File: src/rtl/mem_io_bus_ctrl_if.sv
// CPU load/store/fetch port between the core (master) and mem_io_bus_ctrl (slave).
interface mem_io_bus_ctrl_if;
  logic        cpu_req;
  logic        cpu_we;
  logic [31:0] cpu_addr;
  logic [31:0] cpu_wdata;
  logic [31:0] cpu_rdata;
  logic        cpu_ready;

  modport master (output cpu_req, cpu_we, cpu_addr, cpu_wdata,
                  input  cpu_rdata, cpu_ready);
  modport slave  (input  cpu_req, cpu_we, cpu_addr, cpu_wdata,
                  output cpu_rdata, cpu_ready);
endinterface

File: src/rtl/mem_io_bus_ctrl.sv
// Bus controller: decodes CPU accesses to the unified RAM or a polled IO bank
// (switches, button event flags, LEDs) and returns each with a one-cycle ready.
module mem_io_bus_ctrl #(
  parameter int unsigned MEM_AW  = 13,
  parameter logic [15:0] IO_BASE = 16'hFFFF,
  parameter int unsigned SW_W    = 16,
  parameter int unsigned BTN_W   = 4,
  parameter int unsigned LED_W   = 16
) (
  input  logic                clk,
  input  logic                rst_n,
  mem_io_bus_ctrl_if.slave    bus,
  output logic                mem_we,
  output logic [MEM_AW-1:0]   mem_addr,
  output logic [31:0]         mem_din,
  input  logic [31:0]         mem_dout,
  input  logic [SW_W-1:0]     sw_in,
  input  logic [BTN_W-1:0]    btn_in,
  output logic [LED_W-1:0]    led_out
);

  localparam int unsigned RAM_TOP = MEM_AW + 2;
  localparam logic [13:0] OFF_SW  = 14'd0;
  localparam logic [13:0] OFF_BTN = 14'd1;
  localparam logic [13:0] OFF_LED = 14'd2;

  typedef enum logic [2:0] {IDLE, RD_ADDR, RD_DATA, WR, RESP} state_t;
  state_t state;

  logic [SW_W-1:0]  sw_s1, sw_s2;
  logic [BTN_W-1:0] btn_s1, btn_s2, btn_s3, btn_flags;
  logic [BTN_W-1:0] btn_clr_c;
  logic             sel_ram_c, sel_io_c, accept_c;
  logic [13:0]      io_off_c;
  logic [31:0]      io_rdata_c;
  logic             unused_addr_bits;

  // Byte-lane bits are irrelevant to a word-wide bus.
  assign unused_addr_bits = ^bus.cpu_addr[1:0];

  assign sel_ram_c = (bus.cpu_addr[31:RAM_TOP] == '0);
  assign sel_io_c  = (bus.cpu_addr[31:16] == IO_BASE);
  assign io_off_c  = bus.cpu_addr[15:2];
  assign accept_c  = (state == IDLE) && bus.cpu_req;
  assign btn_clr_c = {BTN_W{accept_c && !bus.cpu_we && sel_io_c && (io_off_c == OFF_BTN)}};

  // IO read mux; holes in the IO page read as zero.
  always_comb begin
    io_rdata_c = '0;
    if (sel_io_c) begin
      case (io_off_c)
        OFF_SW:  io_rdata_c = 32'(sw_s2);
        OFF_BTN: io_rdata_c = 32'(btn_flags);
        OFF_LED: io_rdata_c = 32'(led_out);
        default: io_rdata_c = '0;
      endcase
    end
  end

  // Input synchronizers and sticky button flags; a new edge beats a same-cycle clear.
  always_ff @(posedge clk or negedge rst_n) begin
    if (!rst_n) begin
      sw_s1     <= '0;
      sw_s2     <= '0;
      btn_s1    <= '0;
      btn_s2    <= '0;
      btn_s3    <= '0;
      btn_flags <= '0;
    end else begin
      sw_s1     <= sw_in;
      sw_s2     <= sw_s1;
      btn_s1    <= btn_in;
      btn_s2    <= btn_s1;
      btn_s3    <= btn_s2;
      btn_flags <= (btn_flags & ~btn_clr_c) | (btn_s2 & ~btn_s3);
    end
  end

  // Access sequencer; cpu_ready is high exactly while in RESP.
  always_ff @(posedge clk or negedge rst_n) begin
    if (!rst_n) begin
      state         <= IDLE;
      bus.cpu_ready <= 1'b0;
      bus.cpu_rdata <= '0;
      mem_we        <= 1'b0;
      mem_addr      <= '0;
      mem_din       <= '0;
      led_out       <= '0;
    end else begin
      bus.cpu_ready <= 1'b0;
      mem_we        <= 1'b0;
      case (state)
        IDLE: begin
          if (bus.cpu_req) begin
            if (sel_ram_c) begin
              mem_addr <= bus.cpu_addr[RAM_TOP-1:2];
              if (bus.cpu_we) begin
                mem_we  <= 1'b1;
                mem_din <= bus.cpu_wdata;
                state   <= WR;
              end else begin
                state <= RD_ADDR;
              end
            end else begin
              state         <= RESP;
              bus.cpu_ready <= 1'b1;
              if (bus.cpu_we) begin
                if (sel_io_c && (io_off_c == OFF_LED)) led_out <= bus.cpu_wdata[LED_W-1:0];
              end else begin
                bus.cpu_rdata <= io_rdata_c;
              end
            end
          end
        end
        RD_ADDR: state <= RD_DATA;
        RD_DATA: begin
          bus.cpu_rdata <= mem_dout;
          bus.cpu_ready <= 1'b1;
          state         <= RESP;
        end
        WR: begin
          bus.cpu_ready <= 1'b1;
          state         <= RESP;
        end
        RESP:    state <= IDLE;
        default: state <= IDLE;
      endcase
    end
  end

endmodule

File: src/flat_wrapper.sv
// flat-port wrapper written by rule: the top's interface ports become plain ports
module mem_io_bus_ctrl_flat 
#(
  parameter int unsigned MEM_AW  = 13,
  parameter logic [15:0] IO_BASE = 16'hFFFF,
  parameter int unsigned SW_W    = 16,
  parameter int unsigned BTN_W   = 4,
  parameter int unsigned LED_W   = 16
)
  (clk, rst_n, mem_we, mem_addr, mem_din, mem_dout, sw_in, btn_in, led_out, bus_cpu_req, bus_cpu_we, bus_cpu_addr, bus_cpu_wdata, bus_cpu_rdata, bus_cpu_ready);
  mem_io_bus_ctrl_if bus_i ();
  input  logic clk;
  input  logic rst_n;
  output logic mem_we;
  output logic [MEM_AW-1:0] mem_addr;
  output logic [31:0] mem_din;
  input  logic [31:0] mem_dout;
  input  logic [SW_W-1:0] sw_in;
  input  logic [BTN_W-1:0] btn_in;
  output logic [LED_W-1:0] led_out;
  input wire logic [$bits(bus_i.cpu_req)-1:0] bus_cpu_req;
  input wire logic [$bits(bus_i.cpu_we)-1:0] bus_cpu_we;
  input wire logic [$bits(bus_i.cpu_addr)-1:0] bus_cpu_addr;
  input wire logic [$bits(bus_i.cpu_wdata)-1:0] bus_cpu_wdata;
  output wire logic [$bits(bus_i.cpu_rdata)-1:0] bus_cpu_rdata;
  output wire logic [$bits(bus_i.cpu_ready)-1:0] bus_cpu_ready;
  assign bus_i.cpu_req = bus_cpu_req;
  assign bus_i.cpu_we = bus_cpu_we;
  assign bus_i.cpu_addr = bus_cpu_addr;
  assign bus_i.cpu_wdata = bus_cpu_wdata;
  assign bus_cpu_rdata = bus_i.cpu_rdata;
  assign bus_cpu_ready = bus_i.cpu_ready;
  mem_io_bus_ctrl #(.MEM_AW(MEM_AW), .IO_BASE(IO_BASE), .SW_W(SW_W), .BTN_W(BTN_W), .LED_W(LED_W)) u_core (.clk(clk), .rst_n(rst_n), .bus(bus_i), .mem_we(mem_we), .mem_addr(mem_addr), .mem_din(mem_din), .mem_dout(mem_dout), .sw_in(sw_in), .btn_in(btn_in), .led_out(led_out));
endmodule
File: config.mk
export PLATFORM = sky130hd
export DESIGN_NAME = mem_io_bus_ctrl_flat
export DESIGN_NICKNAME = d
export VERILOG_FILES = /design/src/rtl/mem_io_bus_ctrl_if.sv /design/src/rtl/mem_io_bus_ctrl.sv /design/src/flat_wrapper.sv
export SDC_FILE = /design/constraint.sdc
export NUM_CORES = 1
export LEC_CHECK = 0
export ABC_AREA = 1
export BUFFER_PORTS_ARGS = -buffer_cell sky130_fd_sc_hd__buf_4
export CAP_MARGIN = 10
export CORE_MARGIN = 2
export CORE_UTILIZATION = 25
export DETAILED_ROUTE_END_ITERATION = 10
export PLACE_DENSITY = 0.47
export RECOVER_POWER = 100
export SYNTH_ARGS = -nofsm -noshare
export SYNTH_HDL_FRONTEND = slang
export SYNTH_SLANG_ARGS = --single-unit
export TNS_END_PERCENT = 100
File: constraint.sdc
create_clock -name clk -period 1.3 [get_ports clk]
set_input_delay 0.195 -clock clk [delete_from_list [all_inputs] [get_ports clk]]
set_output_delay 0.195 -clock clk [all_outputs]
set_load 0.02 [all_outputs]
==> out/metrics.cfg, run 1 <==
[outcome]
status=complete, but fails checks
violations=negative setup slack

[die]
rows=56
coreArea_mm2=0.0233
die_h_um=158
io_pins=215
die_x_um=158
start_util_pct=25.4
die-area_mm2=0.0249

[critical_path]
cp-startpoint=u_core.state[2]
r2r_start=u_core.state[2]
crit_chain=nor2_2 -> nand2_2 -> nor2_4 -> inv_2 -> nor2_4 -> nand4_4 -> buf_12 -> o21ai_1 -> inv_1
start_kind=flop
path_common_cell=nor2_4
crit_path_max_incr_delay_ns=0.39
end_kind=flop
worstPathRequired_ns=1.60
crit_type=reg2reg
crit_arrival_ns=1.80
cp_slowest_cell=dfrtp_1
crit_fanout=32

[grt]
top_usage_layer=met2
grt_pass1_vias=5414
grt_max_degree=33
overflow=0
grtUsageMet1_pct=19.1
grtUsageTotal_pct=14.4
antenna_found_initial=0
use_met3_pct=4.57
use_met2_pct=22.4
grt_pass1_wl_um=27800

[logic_synthesis]
ys_warn_count=0
synth_edf_count=0
yosys.area.top_type=dfrtp_1
synth_seq_cells=146
ys_async_sr_fraction_pct=100
ys.flop_type=dfrtp_1
syn_inst=664
yosys-top-cells-count=316 x nand2_1, 146 x dfrtp_1, 51 x inv_1
ys_seq_area_share_pct=61.7
synth_area_leaders=dfrtp_1 62%, nand2_1 20%, nand3_1 3.5%
synth_top_area_share_pct=61.7
synthesis.area_mm2=0.00592
synth_cell_types=24
synthesis.nets=784
yosysMostFrequentCell=nand2_1
avgSynthCellArea_um2=8.91

[cts]
cts_buffer_depth=2
cts_tree=done
insertion_delay_ns=0.42
cts.sinks=146
cts_max_level=4
clk_pin_slew_ns=0.06
clockRootBuffer=clkbuf_16
cts_buffers=17

[timing]
finalHoldViolCount=0
layout_worst_path_cycle_share_pct=116
setup_tns_ns=-15.45
setup_ws_ns=-0.205
tightest_slew_ns=0.896
max_slew_margin_pct=40.3
rsz0062_at_grt=yes
final-setup-viol-count=96
timing.hold.ws_ns=0.0602
finalCriticalPeriod_ns=1.50
report.final.slew_viol_count=0
fin_skew_ns=0.0102
max_freq_mhz=665

[power_and_ir_drop]
p_leak_nw=5.21
power_density_mw_per_mm2=1040
total_power_mw=10.1
ir_worst_vdd_uv=679

[place]
dp_cells=1210
placed_area_mm2=0.00825
pre_cts_ws_ns=-0.271
io_buffers=212
gp_congestion=0.773
post-dp-hpwl_um=12300

[routing]
vias_per_cell=3.97
drtPass1Iterations=4
wl_per_cell_um=13.6
first_iter_violations=261
ant_nets=0
wl_um=18000
drc=0
vias=5286

[final_layout]
drive_above_1_share_pct=34.8
n_fill_cell=2374
post-route-util_pct=41.7
nets=1119
antenna_cells=0
area_growth_pct=64.2
final_cell_count_no_fill=1331
finalInstanceArea_mm2=0.00972

[min_path]
hp-class=in2reg
min_from=bus_cpu_we

[job]
maxCapViolations=0

-- layout by cell type (no fill, tap or decap), drive strengths merged --
cell and n:
nand3b 1, dfrtp 146, a21oi 1, o21a 2, inv 60, clkinv 6, o22ai 6, clkbuf 137
dlygate4sd3 79, nand4 1, clkinvlp 1, nor2 30, buf 146, nand3 42, nand2 319, or2 4
nor3b 1, o21ai 30
-- power breakdown --
group          switching, mW  internal [mW]
Combinational          0.364          0.518
Sequential            0.0218           4.62
Clock                   2.07           2.54
Total                   2.45           7.67
-- path summary, 6_finish.rpt --
path	to	depth (start not counted)	slack, ns
max	u_core.led_out[9]	9	-0.20
min	u_core.state[1]	3	0.06
max reg2reg	u_core.led_out[9]	9	-0.20
min reg2reg	u_core.sw_s2[7]	0	0.35
max in group asynchronous	u_core.bus.cpu_rdata[22]	3	0.13
min in group asynchronous	u_core.led_out[8]	2	0.43
-- what timing repair did --
item,CTS,global route
setup endpoints to repair,101,101
cloned,2,7
resized for setup,42,18
pin swaps,11,6
hold buffers,79,0
setup buffers,1,1
endpoints found under the hold margin,197,0
-- critical path: cells and delay by family (launching register included) --
kind                   cells  cell delay (ns)
buffers and inverters      3             0.30
AND/OR/NAND/NOR            5             0.57
flip-flops                 1             0.39
AO/OA/AOI/OAI              1             0.12
-- routing by layer --
metal / part of all wire (%) / vias up / routed length (µm)
met5: 0 / - / 0
li1: - / 2700 / -
met1: 46 / 2408 / 8380
met3: 6.5 / 20 / 1180
met4: 1.7 / 0 / 303
met2: 45 / 158 / 8180
-- cell families (layout without fill, tap and decap cells) --
kind of cell    count (synthesis)  count (layout)  synth area share (%)
compound gates                 39              39                  3.51
buf+inv                        81             429                  6.72
flops                         146             146                  61.7
simple gates                  398             398                  28.0
-- sequential cells by signal, indices dropped and copies added, names as in the netlist --
register and cells:
u_core.btn_s3 4, u_core.mem_din 32, u_core.led_out 16, u_core.btn_flags 4
u_core.mem_addr 13, u_core.sw_s2 16, u_core.mem_we 1, u_core.bus.cpu_ready 1
u_core.state 3, u_core.sw_s1 16, u_core.btn_s2 4, u_core.bus.cpu_rdata 32
u_core.btn_s1 4
-- final cells by class --
type	instances	area (µm²)	share of cell area, %
multi-input combinational	437	2010	20.7
tap	319	399	4.11
inverter	55	224	2.30
sequential	146	3650	37.6
timing repair buffer	342	2890	29.7
clock inverter	12	98.8	1.02
clock buffer	20	447	4.60
Power figures use the tool's default switching activity.
==> run 2, diff against run 1 <==
==> constraint.sdc (replaced) <==
create_clock -name clk -period 1.3 [get_ports clk]
set_input_delay 0.195 -clock clk [delete_from_list [all_inputs] [get_ports clk]]
set_output_delay 0.195 -clock clk [all_outputs]
set_load 0.01 [all_outputs]
==> run 2 against run 1 <==
  * The run still ends with negative setup slack left
  * Worst setup slack worse by 0.0075 ns
  * Utilization decreased by 0.50 points
  * Clock power is essentially flat
  * Sequential power about the same
  * Total power is essentially flat
  * Via count rose by 0.23%
  * Non-clock buffer count stayed put
  * Routed wire length rose by 0.24%
  * Final area is 1.2% lower
  * Final cell count is the same
  * Worst hold slack improved by 0.0031 ns
  * Critical path type unchanged
  * Critical endpoint unchanged
==> out/metrics.cfg, run 2 (synthesized netlist as in run 1, its figures left out) <==
[outcome]
status=complete, but fails checks
violations=negative setup slack

[die]
die-area_mm2=0.0249
die_x_um=158
rows=56
die_h_um=158
io_pins=215
coreArea_mm2=0.0233
start_util_pct=25.4

[final_layout]
n_fill_cell=2426
final_cell_mix=286 x nand2_1, 146 x dfrtp_1, 117 x buf_4
final_common_cell=nand2_1
nets=1119
drive_above_1_share_pct=26.2
post-route-util_pct=41.2
area_growth_pct=62.2
top_regs=u_core.bus.cpu_rdata (32), u_core.mem_din (32)
antenna_cells=0

[power_and_ir_drop]
ir_worst_vdd_uv=680
p_leak_nw=4.92
power_density_mw_per_mm2=1060

[grt]
grt_pass1_wl_um=27800
antenna_found_initial=0
grtUsageTotal_pct=14.4
grt_max_degree=33
grt_pass1_vias=5414
overflow=0

[timing]
report.final.slew_viol_count=0
tightest_slew_ns=0.894
finalHoldViolCount=0
rsz0062_at_grt=yes
fin_skew_ns=0.0101
max_slew_margin_pct=40.4
setup_tns_ns=-15.59
layout_worst_path_cycle_share_pct=116
final-setup-viol-count=96
finalCriticalPeriod_ns=1.51
max_freq_mhz=661
setup_ws_ns=-0.212

[min_path]
hp-class=in2reg
min_from=bus_cpu_we

[cts]
cts_max_level=4
cts.sinks=146
cts_buffers=17
cts_tree=done
cts_buffer_depth=2
clockRootBuffer=clkbuf_16
clk_pin_slew_ns=0.06
insertion_delay_ns=0.42

[critical_path]
crit_chain=nor2_2 -> nand2_2 -> nor2_4 -> inv_2 -> nor2_4 -> nand4_4 -> buf_12 -> o21ai_1 -> inv_1
path_common_cell=nor2_4
end_kind=flop
crit_buf_inv=3
crit_arrival_ns=1.81
crit_path_max_incr_delay_ns=0.39
crit_type=reg2reg
crit_fanout=32
cp_slowest_cell=dfrtp_1
r2r_start=u_core.state[2]
start_kind=flop
worstPathRequired_ns=1.60
cp-startpoint=u_core.state[2]
cp_top_family=simple AND/OR/NAND/NOR gates

[place]
io_buffers=212
gp_congestion=0.773
post-dp-hpwl_um=12300

[job]
maxCapViolations=0

[routing]
drtPass1Iterations=4
ant_nets=0
vias_per_cell=3.98
wl_per_cell_um=13.6
vias=5298
wl_um=18100
drc=0
first_iter_violations=269

[run 2: what timing repair did]
item	in CTS	in global routing
buffers inserted	1	1
endpoints found under the hold margin	197	0
setup endpoints to repair	101	101
gates resized for setup	42	18
gates cloned	2	7
pin swaps	11	6
hold buffers	79	0
[run 2: final timing paths]
kind | endpoint | slack, ns | cells past startpoint
setup reg to reg | u_core.led_out[9] | -0.21 | 9
min in group asynchronous | u_core.led_out[8] | 0.43 | 2
hold / removal | u_core.state[1] | 0.06 | 3
setup / recovery | u_core.led_out[9] | -0.21 | 9
max in group asynchronous | u_core.bus.cpu_rdata[30] | 0.13 | 3
hold reg to reg | u_core.sw_s2[7] | 0.35 | 0
[run 2: final cells by class]
| cell class | instances | area, µm² | share of cell area (%) |
|---|---|---|---|
| multi-input combinational | 437 | 2010 | 20.9 |
| clock buffer | 20 | 447 | 4.65 |
| clock inverter | 12 | 98.8 | 1.03 |
| timing repair buffer | 342 | 2770 | 28.9 |
| sequential | 146 | 3650 | 38.1 |
| inverter | 55 | 224 | 2.33 |
| tap | 319 | 399 | 4.16 |
[run 2: through the flow]
step | power, mW | hold WS, ns | std cells | area (µm²) | worst slack [ns]
after floorplan | 4.84 | -0.101 | 664 | 5930 | -0.103
after global placement | 5.34 | 0.119 | 1210 | 8250 | -0.268
after detailed placement | 5.34 | 0.121 | 1210 | 8250 | -0.271
after CTS | 10.3 | 0.0314 | 1324 | 9770 | -0.230
after global routing | 10.6 | 0.0641 | 1331 | 9600 | -0.318
final | 10.1 | 0.0633 | 1331 | 9600 | -0.212
[run 2: worst reg2reg max path, stage by stage (launching register included)]
cell     delay, ns
dfrtp_1       0.39
nor2_2        0.14
nand2_2       0.08
nor2_4        0.10
inv_2         0.07
nor2_4        0.14
nand4_4       0.11
buf_12        0.19
o21ai_1       0.14
inv_1         0.05
[run 2: layer usage]
metal / routed length [µm] / up-vias / global-route usage, %
li1: - / 2701 / -
met1: 8380 / 2416 / 19.1
met2: 8210 / 161 / 22.4
met3: 1190 / 20 / 4.57
met4: 308 / 0 / 4.81
met5: 0 / - / 0
[run 2: report_power, final]
group / total, mW / leakage, nW / internal (mW) / switching, mW
Sequential: 4.64 / 1.83 / 4.62 / 0.0218
Clock: 4.62 / 0.268 / 2.54 / 2.08
Combinational: 0.881 / 2.82 / 0.517 / 0.363
